[config.mk]
export PLATFORM = sky130hd
export DESIGN_NAME = grava_senha
export DESIGN_NICKNAME = d
export VERILOG_FILES = /design/src/rtl/senha_pkg.sv /design/src/rtl/detecta_botao.sv /design/src/rtl/grava_senha.sv
export SDC_FILE = /design/constraint.sdc
export NUM_CORES = 1
export LEC_CHECK = 0
export ABC_CLOCK_PERIOD_IN_PS = 3200
export BUFFER_PORTS_ARGS = -buffer_cell sky130_fd_sc_hd__buf_4
export CAP_MARGIN = 20
export CORE_AREA = 2 2 75 77
export CTS_BUF_LIST = sky130_fd_sc_hd__clkbuf_4 sky130_fd_sc_hd__clkbuf_8 sky130_fd_sc_hd__clkbuf_16
export DETAILED_ROUTE_END_ITERATION = 6
export DIE_AREA = 0 0 77 79
export PLACE_DENSITY = 0.69
export SLEW_MARGIN = 20
export SYNTH_ARGS = -nofsm -noshare
export SYNTH_HDL_FRONTEND = slang
export SYNTH_HIERARCHICAL = 1
export SYNTH_SLANG_ARGS = --single-unit
[constraint.sdc]
create_clock -name clk -period 3.2 [get_ports clk]
set_input_delay 0.16 -clock clk [delete_from_list [all_inputs] [get_ports clk]]
set_output_delay 0.16 -clock clk [all_outputs]
set_load 0.02 [all_outputs]
[src/rtl/senha_pkg.sv]
// Shared types and constants for the password programming block.
package senha_pkg;

  localparam int unsigned DIG_W   = 2;
  localparam int unsigned MAX_LEN = 8;

  localparam logic [DIG_W-1:0] B1 = 2'd0;
  localparam logic [DIG_W-1:0] B2 = 2'd1;
  localparam logic [DIG_W-1:0] B3 = 2'd2;
  localparam logic [DIG_W-1:0] B4 = 2'd3;

  typedef enum logic [1:0] {
    IDLE    = 2'd0,
    CAPTURE = 2'd1,
    CONFIRM = 2'd2
  } estado_t;

  // Factory password: digit k holds code k mod 4, unused upper digits are zero.
  function automatic logic [DIG_W*MAX_LEN-1:0] default_senha(input int unsigned len);
    logic [DIG_W*MAX_LEN-1:0] v;
    v = '0;
    for (int unsigned k = 0; k < MAX_LEN; k++) begin
      if (k < len) v[DIG_W*k +: DIG_W] = DIG_W'(k % 4);
    end
    return v;
  endfunction

endpackage

[src/rtl/detecta_botao.sv]
// Press-edge detector: flags a new press, whether it is a single button, and its code.
module detecta_botao
  import senha_pkg::*;
(
  input  logic             clk,
  input  logic             reset,
  input  logic             b1,
  input  logic             b2,
  input  logic             b3,
  input  logic             b4,
  output logic             evento,
  output logic             valido,
  output logic [DIG_W-1:0] codigo
);

  logic [3:0] w_botoes;
  logic       w_any;
  logic       w_one_hot;
  logic       r_any_q;

  assign w_botoes  = {b4, b3, b2, b1};
  assign w_any     = |w_botoes;
  assign w_one_hot = w_any && ((w_botoes & (w_botoes - 4'd1)) == 4'd0);

  always_ff @(posedge clk) begin
    if (reset) r_any_q <= 1'b0;
    else       r_any_q <= w_any;
  end

  // Only the rising edge of "any button" counts; held buttons stay silent.
  assign evento = w_any & ~r_any_q;
  assign valido = evento & w_one_hot;

  always_comb begin
    codigo = B1;
    case (w_botoes)
      4'b0010: codigo = B2;
      4'b0100: codigo = B3;
      4'b1000: codigo = B4;
      default: codigo = B1;
    endcase
  end

endmodule

[src/rtl/grava_senha.sv]
// Password programming: capture a sequence, require an identical confirmation, then commit.
module grava_senha
  import senha_pkg::*;
#(
  parameter int unsigned LEN     = 4,
  parameter int unsigned TIMEOUT = 50_000_000
) (
  input  logic                 clk,
  input  logic                 reset,
  input  logic                 prog,
  input  logic                 b1,
  input  logic                 b2,
  input  logic                 b3,
  input  logic                 b4,
  output logic [DIG_W*LEN-1:0] senha,
  output logic                 gravando,
  output logic                 gravou,
  output logic                 errou
);

  localparam int unsigned SENHA_W = DIG_W * LEN;
  localparam int unsigned CNT_W   = $clog2(LEN);
  localparam int unsigned TMR_W   = $clog2(TIMEOUT);

  localparam logic [DIG_W*MAX_LEN-1:0] DEF_FULL  = default_senha(LEN);
  localparam logic [SENHA_W-1:0]       DEF_SENHA = DEF_FULL[SENHA_W-1:0];

  logic             w_evento;
  logic             w_valido;
  logic [DIG_W-1:0] w_codigo;

  estado_t          r_estado,   w_estado_nx;
  logic [CNT_W-1:0] r_cnt,      w_cnt_nx;
  logic [TMR_W-1:0] r_timer,    w_timer_nx;
  logic [SENHA_W-1:0] r_temp,   w_temp_nx;
  logic [SENHA_W-1:0] r_senha,  w_senha_nx;
  logic             r_gravando;
  logic             r_gravou,   w_gravou_nx;
  logic             r_errou,    w_errou_nx;
  logic [DIG_W-1:0] w_digito_esp;
  logic             w_ultimo;
  logic             w_expirou;

  detecta_botao u_detecta (
    .clk    (clk),
    .reset  (reset),
    .b1     (b1),
    .b2     (b2),
    .b3     (b3),
    .b4     (b4),
    .evento (w_evento),
    .valido (w_valido),
    .codigo (w_codigo)
  );

  assign w_digito_esp = r_temp[DIG_W*r_cnt +: DIG_W];
  assign w_ultimo     = (r_cnt == CNT_W'(LEN - 1));
  assign w_expirou    = (r_timer == TMR_W'(TIMEOUT - 1));

  always_ff @(posedge clk) begin
    if (reset) begin
      r_estado   <= IDLE;
      r_cnt      <= '0;
      r_timer    <= '0;
      r_temp     <= '0;
      r_senha    <= DEF_SENHA;
      r_gravando <= 1'b0;
      r_gravou   <= 1'b0;
      r_errou    <= 1'b0;
    end else begin
      r_estado   <= w_estado_nx;
      r_cnt      <= w_cnt_nx;
      r_timer    <= w_timer_nx;
      r_temp     <= w_temp_nx;
      r_senha    <= w_senha_nx;
      r_gravando <= (w_estado_nx != IDLE);
      r_gravou   <= w_gravou_nx;
      r_errou    <= w_errou_nx;
    end
  end

  // Next-state logic; a press in the timeout cycle wins over the timeout.
  always_comb begin
    w_estado_nx = r_estado;
    w_cnt_nx    = r_cnt;
    w_timer_nx  = r_timer;
    w_temp_nx   = r_temp;
    w_senha_nx  = r_senha;
    w_gravou_nx = 1'b0;
    w_errou_nx  = 1'b0;

    case (r_estado)
      IDLE: begin
        if (prog) begin
          w_estado_nx = CAPTURE;
          w_cnt_nx    = '0;
          w_timer_nx  = '0;
        end
      end

      CAPTURE: begin
        if (w_evento) begin
          if (w_valido) begin
            w_temp_nx[DIG_W*r_cnt +: DIG_W] = w_codigo;
            w_timer_nx = '0;
            if (w_ultimo) begin
              w_estado_nx = CONFIRM;
              w_cnt_nx    = '0;
            end else begin
              w_cnt_nx = r_cnt + CNT_W'(1);
            end
          end else begin
            w_estado_nx = IDLE;
            w_errou_nx  = 1'b1;
          end
        end else if (w_expirou) begin
          w_estado_nx = IDLE;
          w_errou_nx  = 1'b1;
        end else begin
          w_timer_nx = r_timer + TMR_W'(1);
        end
      end

      CONFIRM: begin
        if (w_evento) begin
          if (w_valido && (w_codigo == w_digito_esp)) begin
            w_timer_nx = '0;
            if (w_ultimo) begin
              w_estado_nx = IDLE;
              w_senha_nx  = r_temp;
              w_gravou_nx = 1'b1;
            end else begin
              w_cnt_nx = r_cnt + CNT_W'(1);
            end
          end else begin
            w_estado_nx = IDLE;
            w_errou_nx  = 1'b1;
          end
        end else if (w_expirou) begin
          w_estado_nx = IDLE;
          w_errou_nx  = 1'b1;
        end else begin
          w_timer_nx = r_timer + TMR_W'(1);
        end
      end

      default: w_estado_nx = IDLE;
    endcase

    if (w_estado_nx == IDLE && r_estado != IDLE) begin
      w_cnt_nx   = '0;
      w_timer_nx = '0;
    end
  end

  assign senha    = r_senha;
  assign gravando = r_gravando;
  assign gravou   = r_gravou;
  assign errou    = r_errou;

endmodule

After elaboration in Yosys (flattened, before gate mapping)
Cells that the tools add are included.

storage, ports and cells
  latch bits = 0
  logic and storage cells = 88
  memory bits (read-only) = 0
  output and inout bits = 11
  memories kept = 0
  bits in registers = 50
  input bits = 7
  RAM bits = 0

operators by class
  bitwise logic cells = 7
  equal/unequal tests = 16
  shift-type cells = 3
  $lt $le $gt $ge = 0
  reductions and logical operators = 16
  div/mod/pow operators = 0
  add/subtract/negate cells = 4
  multipliers = 0
  mux-type cells = 33

operator list
  cell                                                                    count
  26-bit two-way mux                                                      6
  26-bit case mux with 3 select lines                                     1
  3-bit negation with 34-bit output                                       1
  2-bit by 34-bit variable shift with 8-bit output, first input constant  1
  2-bit by 34-bit indexed part select with 8-bit output                   1
  2-bit two-way mux                                                       15
  26-bit by 1-bit adder with 26-bit output, second input constant         1
  26-bit == test, second input constant                                   1
  2-bit case mux with 3 select lines                                      3
  8-bit bitwise mux                                                       1
  2-bit inequality test, second input constant                            4
  4-bit AND reduction                                                     2
  4-bit OR reduction                                                      2
  8-bit by 4-bit indexed part select with 2-bit output                    1
  7-bit AND reduction                                                     1
  1-bit two-way mux                                                       6
  3-bit inequality test, second input constant                            2
  4-bit AND                                                               1
  2-bit == test, second input constant                                    2
  4-bit by 2-bit == test with 1-bit output, second input constant         1
  4-bit by 3-bit == test with 1-bit output, second input constant         1
  4-bit == test, second input constant                                    1
  2-bit zero test                                                         2
  4-bit zero test                                                         1
  other kinds (13)                                                        21

Logic depth before layout (Yosys ltp)
  depth in word-level cells = 12
  depth in mapped cells = 12
  depth with buffers taken out = 10

Hierarchy
Netlist, hierarchy kept.

by module, submodules not included
  module         instances  area each (um^2)  cells an instance  seq. area each (um^2)
  grava_senha    1          2,598.7           312                980.9
  detecta_botao  1          96.3              12                 20.0

Worst setup path before layout
No wires, ideal clock.

  path kind = reg2reg
  start point = reg r_timer[8]
  end point = reg r_cnt[0]
  stages on the path, launching flop included = 8
  slack = 564 ps
  arrival = 2,505 ps
  clock period less this slack = 2,636 ps
  library setup time = 131 ps
  required time = 3,069 ps
  path through = dfxtp_1 or4b_1 or4_1 or4_1 nor3b_1 a32o_1 nor2_1 nor2_1

on the way
  cells in the longest elaborated chain, start to end = 7
  elaborated cells on any way between the ends = 8
  those cells by class = eq/ne (1); mux (4); reduce/logical (3)

RTL lines
  what                                    line                                    text
  start: declaration                      grava_senha.sv:34                       logic [TMR_W-1:0] r_timer, w_timer_nx;
  start signal: assignment                grava_senha.sv:73                       r_timer <= w_timer_nx;
  26-bit == test (*)                      grava_senha.sv:58                       assign w_expirou = (r_timer == TMR_W'(TIMEOUT - 1));
  2-bit two-way mux (*)                   grava_senha.sv:116, grava_senha.sv:139
  2-bit two-way mux (on tied branches)    grava_senha.sv:125, grava_senha.sv:102
  2-bit case mux with 3 select lines (*)  grava_senha.sv:92                       case (r_estado)
  2-bit zero test (*)                     grava_senha.sv:150                      if (w_estado_nx == IDLE && r_estado != IDLE) begin
  1-bit logical AND (*)                   grava_senha.sv:150
  2-bit OR reduction (no line) (*)        n/a
  end signal: assignment                  grava_senha.sv:72                       r_cnt <= w_cnt_nx;
  end: declaration                        grava_senha.sv:33                       logic [CNT_W-1:0] r_cnt, w_cnt_nx;

Mark *: on every way between the ends. The rest lies on a longest branch, timed or not.
A chain may end at the register's enable or synchronous reset.

Final worst setup path
  start point = reg r_timer[8]
  end point = reg r_timer[13]

on the way
  cells in the longest elaborated chain, start to end = 7
  elaborated cells on any way between the ends = 13
  those cells by class = add/sub (1); eq/ne (1); mux (8); reduce/logical (3)

RTL lines
  what
  branches (longest 7 deep; another with 26-bit by 1-bit adder with 26-bit output)

Parallel ways; which one is timed is not known.

==> impl_metrics.env <==
export IMPL_postLayoutCellArea_um2=3040
export IMPL_grt_start_max_net_pins=21
export IMPL_synth_seq_cells=50
export IMPL_finalSetupTns_ps=0
export IMPL_antenna_found_initial=0
export IMPL_syn_to_final_growth_pct=12.9
export IMPL_dp_hpwl_mm=4.13
export IMPL_synth_top_family_by_area="simple AND/OR/NAND/NOR gates"
export IMPL_fp_dieArea_um2=6080
export IMPL_p_per_area_nw_per_um2=394
export IMPL_cts_sinks=50
export IMPL_io_buffers=17
export IMPL_p_leak_nw=1.11
export IMPL_fin_nets=362
export IMPL_wirelength_mm=5.82
export IMPL_synth_seq_area_share_pct=37.1
export IMPL_synthAdderAreaFrac_pct=5.11
export IMPL_drt_iter0_markers=150
export IMPL_num_rows=27
export IMPL_crit_path_cell_trace="or4b_1, or4_1, or4_1, nor3b_1, a32o_1, o22ai_2, buf_4, nor2_1"
export IMPL_vias=2338
export IMPL_fin_crit_sh_pct=92.0
export IMPL_synthCells=324
export IMPL_cts_buffers=5
export IMPL_core_area_um2=5340
export IMPL_synth_flop_cell="dfxtp_1"
export IMPL_slew_headroom_pct=41.6
export IMPL_final_common_cell="dfxtp_1"
export IMPL_gr_usage_all_layers_pct=20.5
export IMPL_overflow=0
export IMPL_final_max_slew_violation_count=0
export IMPL_synthXorXnorAreaFrac_pct=6.82
export IMPL_crit_path_end_kind="register"
export IMPL_clock_latency_ps=310
export IMPL_async_reset_ff_share_pct=0
export IMPL_grt_pass1_wl_mm=10.2
export IMPL_synth_area_per_cell_um2=8.32
export IMPL_reg2reg_depth=8
export IMPL_synth_net_count=342
export IMPL_path_common_cell="or4_1"
export IMPL_post_cts_hold_buffer_count=0
export IMPL_crit_cells=8
export IMPL_cts_tree="done"
export IMPL_finClkSkew_ps=16.1
export IMPL_status="complete, no violations"
export IMPL_die_x_um=77
export IMPL_cts_resized_gates=0
export IMPL_cts_reportedPaths_clkPinSlew_ps=80
export IMPL_cap_viol_max_count=0
export IMPL_whs_ps=136
export IMPL_rsz0062_at_grt="no"
export IMPL_critPathBufInv=1
export IMPL_ys_types=48
export IMPL_die_y_um=79
export IMPL_critPathKind="reg2reg"
export IMPL_critPathLaunchType="register"
export IMPL_post_cts_setup_buffers=0
export IMPL_placed_area_um2=2930
export IMPL_wl_per_cell_um=14.0
export IMPL_yosys_warnings=6
export IMPL_worst_pin_slew_ps=868
export IMPL_first_global_vias=2290
export IMPL_final_cell_mix="dfxtp_1 (50), nor2_1 (43), nand2_1 (37)"
export IMPL_worstPathRequired_ps=3390
export IMPL_r2r_start="r_timer[8]"
export IMPL_critPathMaxFanout=20
export IMPL_path_delay_family="simple AND/OR/NAND/NOR gates"
export IMPL_h_tree_depth=2
export IMPL_synth_edff_count=0
export IMPL_drtAntennaViolNets=0
export IMPL_holdCritPathClass="in2reg"
export IMPL_ff2ff_setup_slack_ps=250
export IMPL_cts_path_max_buffers=2
export IMPL_start_util_pct=50.5
export IMPL_io_pins=18
export IMPL_n_antenna_cell=0
export IMPL_gp_congestion=0.812
export IMPL_synth_compound_area_share_pct=9.70
export IMPL_arrival_ps=3140
export IMPL_root_buffer="clkbuf_8"
export IMPL_crit_start="r_timer[8]"
export IMPL_syn_cell_area_um2=2700
export IMPL_cpPeakStageDelay_ps=530
export IMPL_r2r_end="r_timer[13]"
export IMPL_setup_viol=0
export IMPL_irDropWorstVdd_mv=0.254
export IMPL_crit_path_end="r_timer[13]"
export IMPL_drc=0
export IMPL_synth_mux_area_fraction_pct=6.55
export IMPL_avgViaCountPerCell=5.61
export IMPL_fin_crit_ps=2950
export IMPL_drtPass1Iterations=4
export IMPL_synth_simple_gate_area_share_pct=31.1
export IMPL_timing_fmax_mhz=340
export IMPL_hold_viol=0
export IMPL_holdCritStartpoint="b3"
export IMPL_drive_above_1_share_pct=13.3
export IMPL_critPathSlowestCell="or4b_1"
-- per-stage QoR --
stage | utilization [%] | setup slack [ps] | std cells | power [mW]
3_5_place_dp | 54.9 | 170 | 409 | 0.759
5_1_grt | 57.0 | 131 | 417 | 1.24
3_3_place_gp | 54.9 | 240 | 409 | 0.757
4_1_cts | 57.0 | 268 | 417 | 1.21
2_1_floorplan | - | 564 | 324 | 0.721
6_report | 57.0 | 255 | 417 | 1.20
-- power by group --
part | internal, mW | switching (mW) | total, mW
Clock | 0.242 | 0.212 | 0.454
Combinational | 0.0425 | 0.0743 | 0.117
Sequential | 0.625 | 0.00288 | 0.628
-- synth_stat cells, types with 2 or more instances --
master     n  area [um2]
a21oi_1   18        90.1
a22oi_1    2        15.0
and3_1     5        31.3
buf_1      3        11.3
buf_2      2        10.0
buf_4      2        15.0
clkbuf_1   8        30.0
dfxtp_1   50        1000
ha_1      11         138
inv_1      8        30.0
mux2_2     3        33.8
mux2i_1   12         120
nand2_1   37         139
nand3_1   11        55.1
nand3b_1   2        15.0
nand4_1   21         131
nand4b_1   2        17.5
nor2_1    43         161
nor2b_1    4        25.0
nor3_1     8        40.0
nor3b_1    4        30.0
nor4_1     5        31.3
nor4b_1    5        43.8
o211ai_1   2        15.0
o21ai_0    9        45.0
or3_1      2        12.5
or4_1      5        37.5
xnor2_1    8        70.1
xor2_1    13         114
-- sequential cells by signal (all words and copies together) (netlist names) --
name	cells
r_cnt	2
gravou	1
errou	1
u_detecta/r_any_q	1
r_timer	26
gravando	1
senha	8
r_estado	2
r_temp	8
-- metal layers --
| metal | routed length [um] | part of all wire [%] | track usage (%) |
|---|---|---|---|
| met5 | 0 | 0 | 0 |
| met4 | 103 | 1.8 | 9.29 |
| met3 | 134 | 2.3 | 2.73 |
| met2 | 2830 | 49 | 35.9 |
| met1 | 2760 | 47 | 25.1 |
-- kinds of logic (layout without fill, tap and decap cells) --
logic type               after synthesis  count (layout)
AO/OA/AOI/OAI                         41              41
XOR/XNOR                              21              21
adder cells (fa/ha/maj)               11              11
buffers and inverters                 23              44
flip-flops                            50              50
multiplexers                          16              16
AND/OR/NAND/NOR                      162             162
-- layout make-up --
| class | count | area [um2] |
|---|---|---|
| clock inverters | 2 | 37.5 |
| inverters | 8 | 30.0 |
| fillers | 490 | 2290 |
| well taps | 72 | 90.1 |
| multi-input cells | 251 | 1600 |
| flip-flops and latches | 50 | 1000 |
| clock buffers | 6 | 76.3 |
| repair buffers | 28 | 210 |
-- worst min path at each step --
stage | end | slack [ps] | cells past startpoint
finish | u_detecta/r_any_q | 140 | 3
global route | u_detecta/r_any_q | 150 | 3
CTS | u_detecta/r_any_q | 130 | 3
detailed placement | u_detecta/r_any_q | 450 | 3
global placement | u_detecta/r_any_q | 440 | 3
floorplan | u_detecta/r_any_q | 230 | 1
-- worst reg2reg max path: cells and delay by family (launching register included) --
family                 cells  cell delay (ps)
buffers and inverters      1              270
AND/OR/NAND/NOR            5             1770
flip-flops                 1              370
AO/OA/AOI/OAI              2              420
(Power assumes the default switching activity.)
